## config.mk

```make
export PLATFORM = sky130hd
export DESIGN_NAME = plic_lite
export DESIGN_NICKNAME = d
export VERILOG_FILES = /design/src/rtl/plic_lite.sv
export SDC_FILE = /design/constraint.sdc
export NUM_CORES = 1
export LEC_CHECK = 0
export CORE_ASPECT_RATIO = 0.75
export CORE_MARGIN = 2
export CORE_UTILIZATION = 45
export CTS_CLUSTER_DIAMETER = 100
export DETAILED_ROUTE_END_ITERATION = 12
export PLACE_DENSITY = 0.81
export SLEW_MARGIN = 20
export SYNTH_ARGS = -nofsm -noshare
export SYNTH_HDL_FRONTEND = slang
export SYNTH_SLANG_ARGS = --single-unit
```

## constraint.sdc

```tcl
create_clock -name clk -period 10.82 [get_ports clk]
set_clock_uncertainty 0.1 [all_clocks]
set_input_delay 1.082 -clock clk [delete_from_list [all_inputs] [get_ports clk]]
set_output_delay 1.082 -clock clk [all_outputs]
set_load 0.02 [all_outputs]
```

## src/rtl/plic_lite.sv

```systemverilog
// plic_lite: platform-level interrupt controller for a single hart.
// Level-sensitive sources pass through a pending/in_service gateway. Each
// source has a priority and an enable, and there is one global threshold.
// The best eligible source drives a registered notify line. Software claims
// the best source by reading the claim register and hands it back by writing
// its ID to the same register.
module plic_lite #(
  parameter int NSRC   = 8,
  parameter int PRIO_W = 3
) (
  input  logic              clk,
  input  logic              reset,
  input  logic [NSRC-1:0]   irq_src,
  input  logic              req_valid,
  input  logic              req_we,
  input  logic [7:0]        req_addr,
  input  logic [31:0]       req_wdata,
  output logic              resp_valid,
  output logic [31:0]       resp_rdata,
  output logic              PLIC_notif
);

  localparam int ID_W = 5;

  // Word indices (byte address / 4). Priority words occupy 0..NSRC-1.
  localparam logic [5:0] W_PEND  = 6'h20;
  localparam logic [5:0] W_EN    = 6'h21;
  localparam logic [5:0] W_THR   = 6'h22;
  localparam logic [5:0] W_CLAIM = 6'h23;

  logic [PRIO_W-1:0] prio [NSRC];
  logic [NSRC-1:0]   enable;
  logic [PRIO_W-1:0] threshold;
  logic [NSRC-1:0]   pending;
  logic [NSRC-1:0]   in_service;

  logic [NSRC-1:0]   pending_next;
  logic [NSRC-1:0]   in_service_next;
  logic [ID_W-1:0]   best_id;
  logic [PRIO_W-1:0] best_prio;
  logic [31:0]       rdata_next;

  logic [5:0] req_word;
  logic       wr_en;
  logic       rd_en;
  logic       claim;
  logic       complete;
  logic       unused_bits;

  assign req_word = req_addr[7:2];
  assign wr_en    = req_valid & req_we;
  assign rd_en    = req_valid & ~req_we;
  assign claim    = rd_en & (req_word == W_CLAIM);
  assign complete = wr_en & (req_word == W_CLAIM);

  // Byte-lane bits of the address and high write-data bits carry no meaning.
  assign unused_bits = ^{req_addr[1:0], req_wdata};

  // Arbitration: strictly-greater compare in ascending ID order, so ties
  // resolve to the lowest ID. Eligible sources always have priority >= 1.
  always_comb begin
    best_id   = '0;
    best_prio = '0;
    for (int i = 0; i < NSRC; i++) begin
      if (pending[i] && enable[i] && (prio[i] > threshold) && (prio[i] > best_prio)) begin
        best_id   = ID_W'(i + 1);
        best_prio = prio[i];
      end
    end
  end

  // Read data mux, sampled into resp_rdata on the request edge.
  always_comb begin
    rdata_next = '0;
    case (req_word)
      W_PEND:  rdata_next[NSRC-1:0]   = pending;
      W_EN:    rdata_next[NSRC-1:0]   = enable;
      W_THR:   rdata_next[PRIO_W-1:0] = threshold;
      W_CLAIM: rdata_next[ID_W-1:0]   = best_id;
      default: begin
        for (int i = 0; i < NSRC; i++) begin
          if (req_word == 6'(i)) begin
            rdata_next[PRIO_W-1:0] = prio[i];
          end
        end
      end
    endcase
  end

  // Gateway next state: a claim takes the source out of pending and into
  // service; in_service blocks re-pending until the matching complete.
  always_comb begin
    pending_next    = pending;
    in_service_next = in_service;
    for (int i = 0; i < NSRC; i++) begin
      if (claim && (best_id == ID_W'(i + 1))) begin
        pending_next[i]    = 1'b0;
        in_service_next[i] = 1'b1;
      end else if (irq_src[i] && !pending[i] && !in_service[i]) begin
        pending_next[i] = 1'b1;
      end
      if (complete && (req_wdata[ID_W-1:0] == ID_W'(i + 1)) && in_service[i]) begin
        in_service_next[i] = 1'b0;
      end
    end
  end

  // Software-visible configuration registers.
  always_ff @(posedge clk) begin
    if (reset) begin
      for (int i = 0; i < NSRC; i++) begin
        prio[i] <= '0;
      end
      enable    <= '0;
      threshold <= '0;
    end else if (wr_en) begin
      for (int i = 0; i < NSRC; i++) begin
        if (req_word == 6'(i)) begin
          prio[i] <= req_wdata[PRIO_W-1:0];
        end
      end
      if (req_word == W_EN) begin
        enable <= req_wdata[NSRC-1:0];
      end
      if (req_word == W_THR) begin
        threshold <= req_wdata[PRIO_W-1:0];
      end
    end
  end

  // Gateway state and the registered notify line.
  always_ff @(posedge clk) begin
    if (reset) begin
      pending    <= '0;
      in_service <= '0;
      PLIC_notif <= 1'b0;
    end else begin
      pending    <= pending_next;
      in_service <= in_service_next;
      PLIC_notif <= (best_id != '0);
    end
  end

  // One-cycle response for every request; writes return zero.
  always_ff @(posedge clk) begin
    if (reset) begin
      resp_valid <= 1'b0;
      resp_rdata <= '0;
    end else begin
      resp_valid <= req_valid;
      resp_rdata <= rd_en ? rdata_next : '0;
    end
  end

endmodule
```

Yosys cells after proc, flatten, opt, wreduce, memory -nomap -nowiden
Memories as Yosys holds them, arrays and structs flattened.
Cells that the tools add are included.
Storage, ports and cells
  output and inout port bits: 34
  bits of input ports: 52
  bits in writable memories: 24
  word-level logic and storage cells: 249
  memories: 1
  flip-flop bits (word level): 61
Memory list
  prio: words 8, bits a word 3, rd ports 8, clocked after memory_dff 0, write ports 8, line 31  | logic [PRIO_W-1:0] prio [NSRC];
Cells by class
  order comparisons: 16
  bitwise logic cells: 14
  reductions and logical operators: 101
  equality and inequality tests: 27
  mux-type cells: 68
Operators by type and width (count)
  $mux W3: 23
  $logic_and A1 B1 Y1: 64
  $gt A3 B3 Y1: 15
  $eq A5 B3 Y1 const B: 8
  $mux W1: 35
  $mux W5: 7
  $reduce_or A2 Y1: 17
  $eq A6 B3 Y1 const B: 4
  $eq A6 B6 Y1 const B: 4
  $eq A5 B2 Y1 const B: 4
  $logic_not A1 Y1: 16
  $eq A6 B2 Y1 const B: 2
  $pmux W3 S4: 1
  $eq A5 B1 Y1 const B: 2
  $eq A5 B4 Y1 const B: 2
  $or A1 B1 Y1: 8
  $eq A6 B1 Y1 const B: 1
  $logic_not A6 Y1: 1
  $pmux W2 S3: 1
  $pmux W3 S2: 1
  $reduce_bool A5 Y1: 1
  $and A1 B1 Y1: 4
  $reduce_and A2 Y1: 2
  $gt A3 B1 Y1 const B: 1
  $not A1 Y1: 2

Longest topological paths before layout
An unclocked memory read counts as a cell.
  word-level depth: 29
  depth in mapped cells: 59
  gate-level depth less buffers: 57

Worst setup path before layout
OpenSTA, ideal clock, no wires.
  path kind: flip-flop to flip-flop
  start: reg threshold[1]
  end: reg in_service[0]
  library setup time: 0.101 ns
  cell stages (with the launch flop): 56
  path buffers: 2
  arrival time: 10.569 ns
  data required time: 10.619 ns
  path slack: 0.050 ns
  clock period less this slack: 10.770 ns
  path through: dfxtp_1 inv_1 ha_1 nor2b_1 o311a_1 nand3_1 ha_1 or2_1 o311ai_4 nor2_8 mux2_2 ha_1 nand3_1 nand4_1 buf_4 or2_2 nand2_1 ha_1 [... 20 more ...] a211oi_1 nand3_1 o2111ai_4 mux2_4 ha_1 nand3_1 nand4_1 nor3_1 clkinv_1 a21o_1 ha_1 a21o_1 a21oi_1 nor3_1 or4b_1 nand2b_1 nand2b_2 o41ai_1
Between the ends
  longest elaborated chain between the ends: 27
  elaborated cells between the ends (all ways): 48
  those cells by class: 15 x order compare; 1 x eq/ne; 15 x mux; 17 x reduce/logical
Ends and longest elaborated chain
  start: declaration: line 33  | logic [PRIO_W-1:0] threshold;
  start signal: assignment: line 126  | threshold <= req_wdata[PRIO_W-1:0];
  $gt A3 B3 Y1: line 65  | if (pending[i] && enable[i] && (prio[i] > threshold) && (prio[i] > best_prio)) begin
  $logic_and A1 B1 Y1 (2 in series): line 65
  $mux W3: line 65
  $gt A3 B3 Y1: line 65
  $logic_and A1 B1 Y1: line 65
  $mux W3: line 65
  $gt A3 B3 Y1: line 65
  $logic_and A1 B1 Y1: line 65
  [... 10 more ...]
  $gt A3 B3 Y1: line 65
  $logic_and A1 B1 Y1: line 65
  $mux W3: line 65
  $gt A3 B3 Y1: line 65
  $logic_and A1 B1 Y1: line 65
  $mux W5 (*): line 65
  $eq A5 B1 Y1 (*): line 96  | if (claim && (best_id == ID_W'(i + 1))) begin
  $logic_and A1 B1 Y1 (*): line 96
  end signal: assignment: line 139  | in_service <= in_service_next;
  end: declaration: line 35  | logic [NSRC-1:0] in_service;
Every way passes the cells marked *; elsewhere a longest branch is shown, timed or not.
A chain may end at the register's enable or synchronous reset.

==> impl_metrics.json <==
{
  "status": "completed",
  "synth_edf_count": 24,
  "worstPathRequired_ns": 10.94,
  "max_stage_delay_ns": 0.49,
  "crit_type": "reg -> reg",
  "drive_gt1_share_pct": 24.1,
  "synth_seq_area_share_pct": 32.9,
  "power_mw": 0.688,
  "max_freq_ghz": 0.0952,
  "ys_ff_latch": 61,
  "drc": 0,
  "tns_ns": 0,
  "viasPerCell": 5.99,
  "startpoint_type": "register",
  "root_buffer": "clkbuf_16",
  "period_share_pct": 97.1,
  "cts_inserted_buffers": 9,
  "tightest_slew_ns": 0.934,
  "gp_congestion": 0.972,
  "path_common_cell": "mux2_4",
  "nets": 660,
  "antenna_found_initial": 0,
  "wl_microns": 13600,
  "irDropWorstVdd_v": 0.000104,
  "dp_hpwl_microns": 9340,
  "path_clk_slew_ns": 0.06,
  "path_max_fanout": 6,
  "fp.dieW_microns": 119,
  "io_buffers": 35,
  "hold_class": "reg -> reg",
  "clk_latency_ns": 0.33,
  "syn_area_per_cell_sq_um": 9.19,
  "synth.distinct_cells": 73,
  "yosysWarnings": 0,
  "start_util_pct": 46.2,
  "grt_usage_pct": 24.1,
  "synth_flop_cell": "dfxtp_1",
  "max-slew-margin-rel_pct": 37.5,
  "ant_nets": 0,
  "crit_arrival_ns": 10.63,
  "wl_per_cell_microns": 19.3,
  "core-area_sq_um": 9620,
  "pwr_density_cell_nw_per_um2": 117,
  "cts.htree.levels": 3,
  "slew_viol_final": 0,
  "critPathBufInv": 2,
  "setup_ws_ns": 0.312,
  "dieArea_sq_um": 10700,
  "gr-total-overflow": 0,
  "diodes": 0,
  "power_leakage_nw": 2.33,
  "cts_tree": "built",
  "syn_inst": 484,
  "setup_viol": 0,
  "grt_pass1_vias": 4036,
  "grt_max_degree": 44,
  "cp-end-kind": "register",
  "die-height_microns": 90.1,
  "critPathTopFamily": "simple AND/OR/NAND/NOR gates",
  "rows": 31,
  "hold_slack_ns": 0.388,
  "cpMaxStageDelayCell": "or4b_4",
  "clock_sinks": 61,
  "syn_to_final_growth_pct": 32.6,
  "cts_buffer_depth": 2,
  "first_pass_iters": 7,
  "async_reset_ff_share_pct": 0,
  "max_cap_violations": 0,
  "period_needed_ns": 10.51,
  "place_ws_ns": -0.431,
  "route.vias.total": 4214,
  "io_pins": 86,
  "first_iter_violations": 641,
  "final-hold-violation-count": 0,
  "grt_pass1_wl_microns": 20400,
  "syn-cell-area_sq_um": 4450
}
==> cell usage in the layout (no fill, tap or decap), types with 14 or more instances in the layout <==
cell,count
nand2_1,30
buf_4,48
clkdlybuf4s50_1,35
ha_1,32
nand3_1,14
dfxtp_1,37
edfxtp_1,24
inv_1,31
a21oi_1,22
conb_1,24
mux2i_1,22
nor2_1,60
==> worst register-to-register path, delay by kind of cell, from the launching register on <==
family / cells / cell delay [ns]
adders and majority gates: 9 / 2.20
AOI/OAI and AO/OA: 10 / 2.08
DFF: 1 / 0.43
and+or+nand+nor: 28 / 3.57
muxes: 5 / 1.65
buffers and inverters: 2 / 0.34
==> final timing paths <==
path | slack (ns) | to | from | depth (start not counted)
worst max-delay path | 0.31 | in_service[4] | prio[0][1] | 54
worst min-delay path | 0.39 | in_service[3] | in_service[3] | 1
worst max register to register | 0.31 | in_service[4] | prio[0][1] | 54
worst min register to register | 0.39 | in_service[3] | in_service[3] | 1
==> metrics by stage <==
step | util (%) | area [sq um] | cells
3_5_place_dp | 52.5 | 5050 | 669
3_3_place_gp | 52.5 | 5050 | 669
5_1_grt | 61.3 | 5900 | 704
6_report | 61.3 | 5900 | 704
2_1_floorplan | - | 4530 | 507
4_1_cts | 57.4 | 5520 | 691
==> cell families (layout without fill, tap and decap cells) <==
logic type	Yosys count	count (layout)	synth area share (%)
buffers and inverters	68	133	7.93
adders and majority gates	43	43	12.0
other	1	24	0.0843
and+or+nand+nor	183	183	21.0
AOI/OAI and AO/OA	95	95	16.8
DFF	61	61	32.9
muxes	33	33	9.34
==> power by group <==
part | switching, mW | internal (mW) | leakage (nW) | total, mW
combinational | 0.0521 | 0.0380 | 1.62 | 0.0901
clock | 0.108 | 0.231 | 0.177 | 0.340
sequential | 0.0107 | 0.247 | 0.530 | 0.258
==> per-layer routing <==
metal / vias to the layer above / track usage [%] / part of all wire [%]
met2: 271 / 37.9 / 46
li1: 1898 / - / -
met4: 0 / 10.1 / 3.3
met5: - / 0 / 0
met1: 1988 / 32.8 / 40
met3: 57 / 4.25 / 11
==> registers in the layout, summed over array words and instances (netlist names) <==
signal,count
pending,8
prio,24
resp_rdata,8
threshold,3
resp_valid,1
PLIC_notif,1
enable,8
in_service,8
==> synthesized netlist by cell type (8+ instances only) <==
master	count	area share (%)
nor2_1	62	5.2
ha_1	41	12
dfxtp_1	37	17
nand2_1	33	2.8
inv_1	31	2.6
buf_4	26	4.4
edfxtp_1	24	16
a21oi_1	23	2.6
mux2i_1	22	5.0
nand3_1	19	2.1
nor3_1	13	1.5
nand2b_1	12	1.7
o21a_1	10	1.7
a21o_1	8	1.4
clkbuf_1	8	0.68
==> final cells by class <==
| cell class | instances | area [sq um] |
|---|---|---|
| Fill cell | 756 | 3720 |
| Multi-Input combinational cell | 378 | 3050 |
| Sequential cell | 61 | 1460 |
| Timing Repair Buffer | 85 | 733 |
| Clock buffer | 11 | 275 |
| Tap cell | 132 | 165 |
| Inverter | 32 | 121 |
| Clock inverter | 5 | 86.3 |
==> timing repair <==
| item | in CTS | in global routing |
|---|---|---|
| pin swaps | 4 | 24 |
| hold buffers | 0 | 0 |
| resized for setup | 14 | 42 |
| setup buffers | 6 | 13 |
| endpoints found under the setup margin | 14 | 21 |
| cloned | 0 | 0 |
Note: power is estimated with default switching activity, not from simulation.
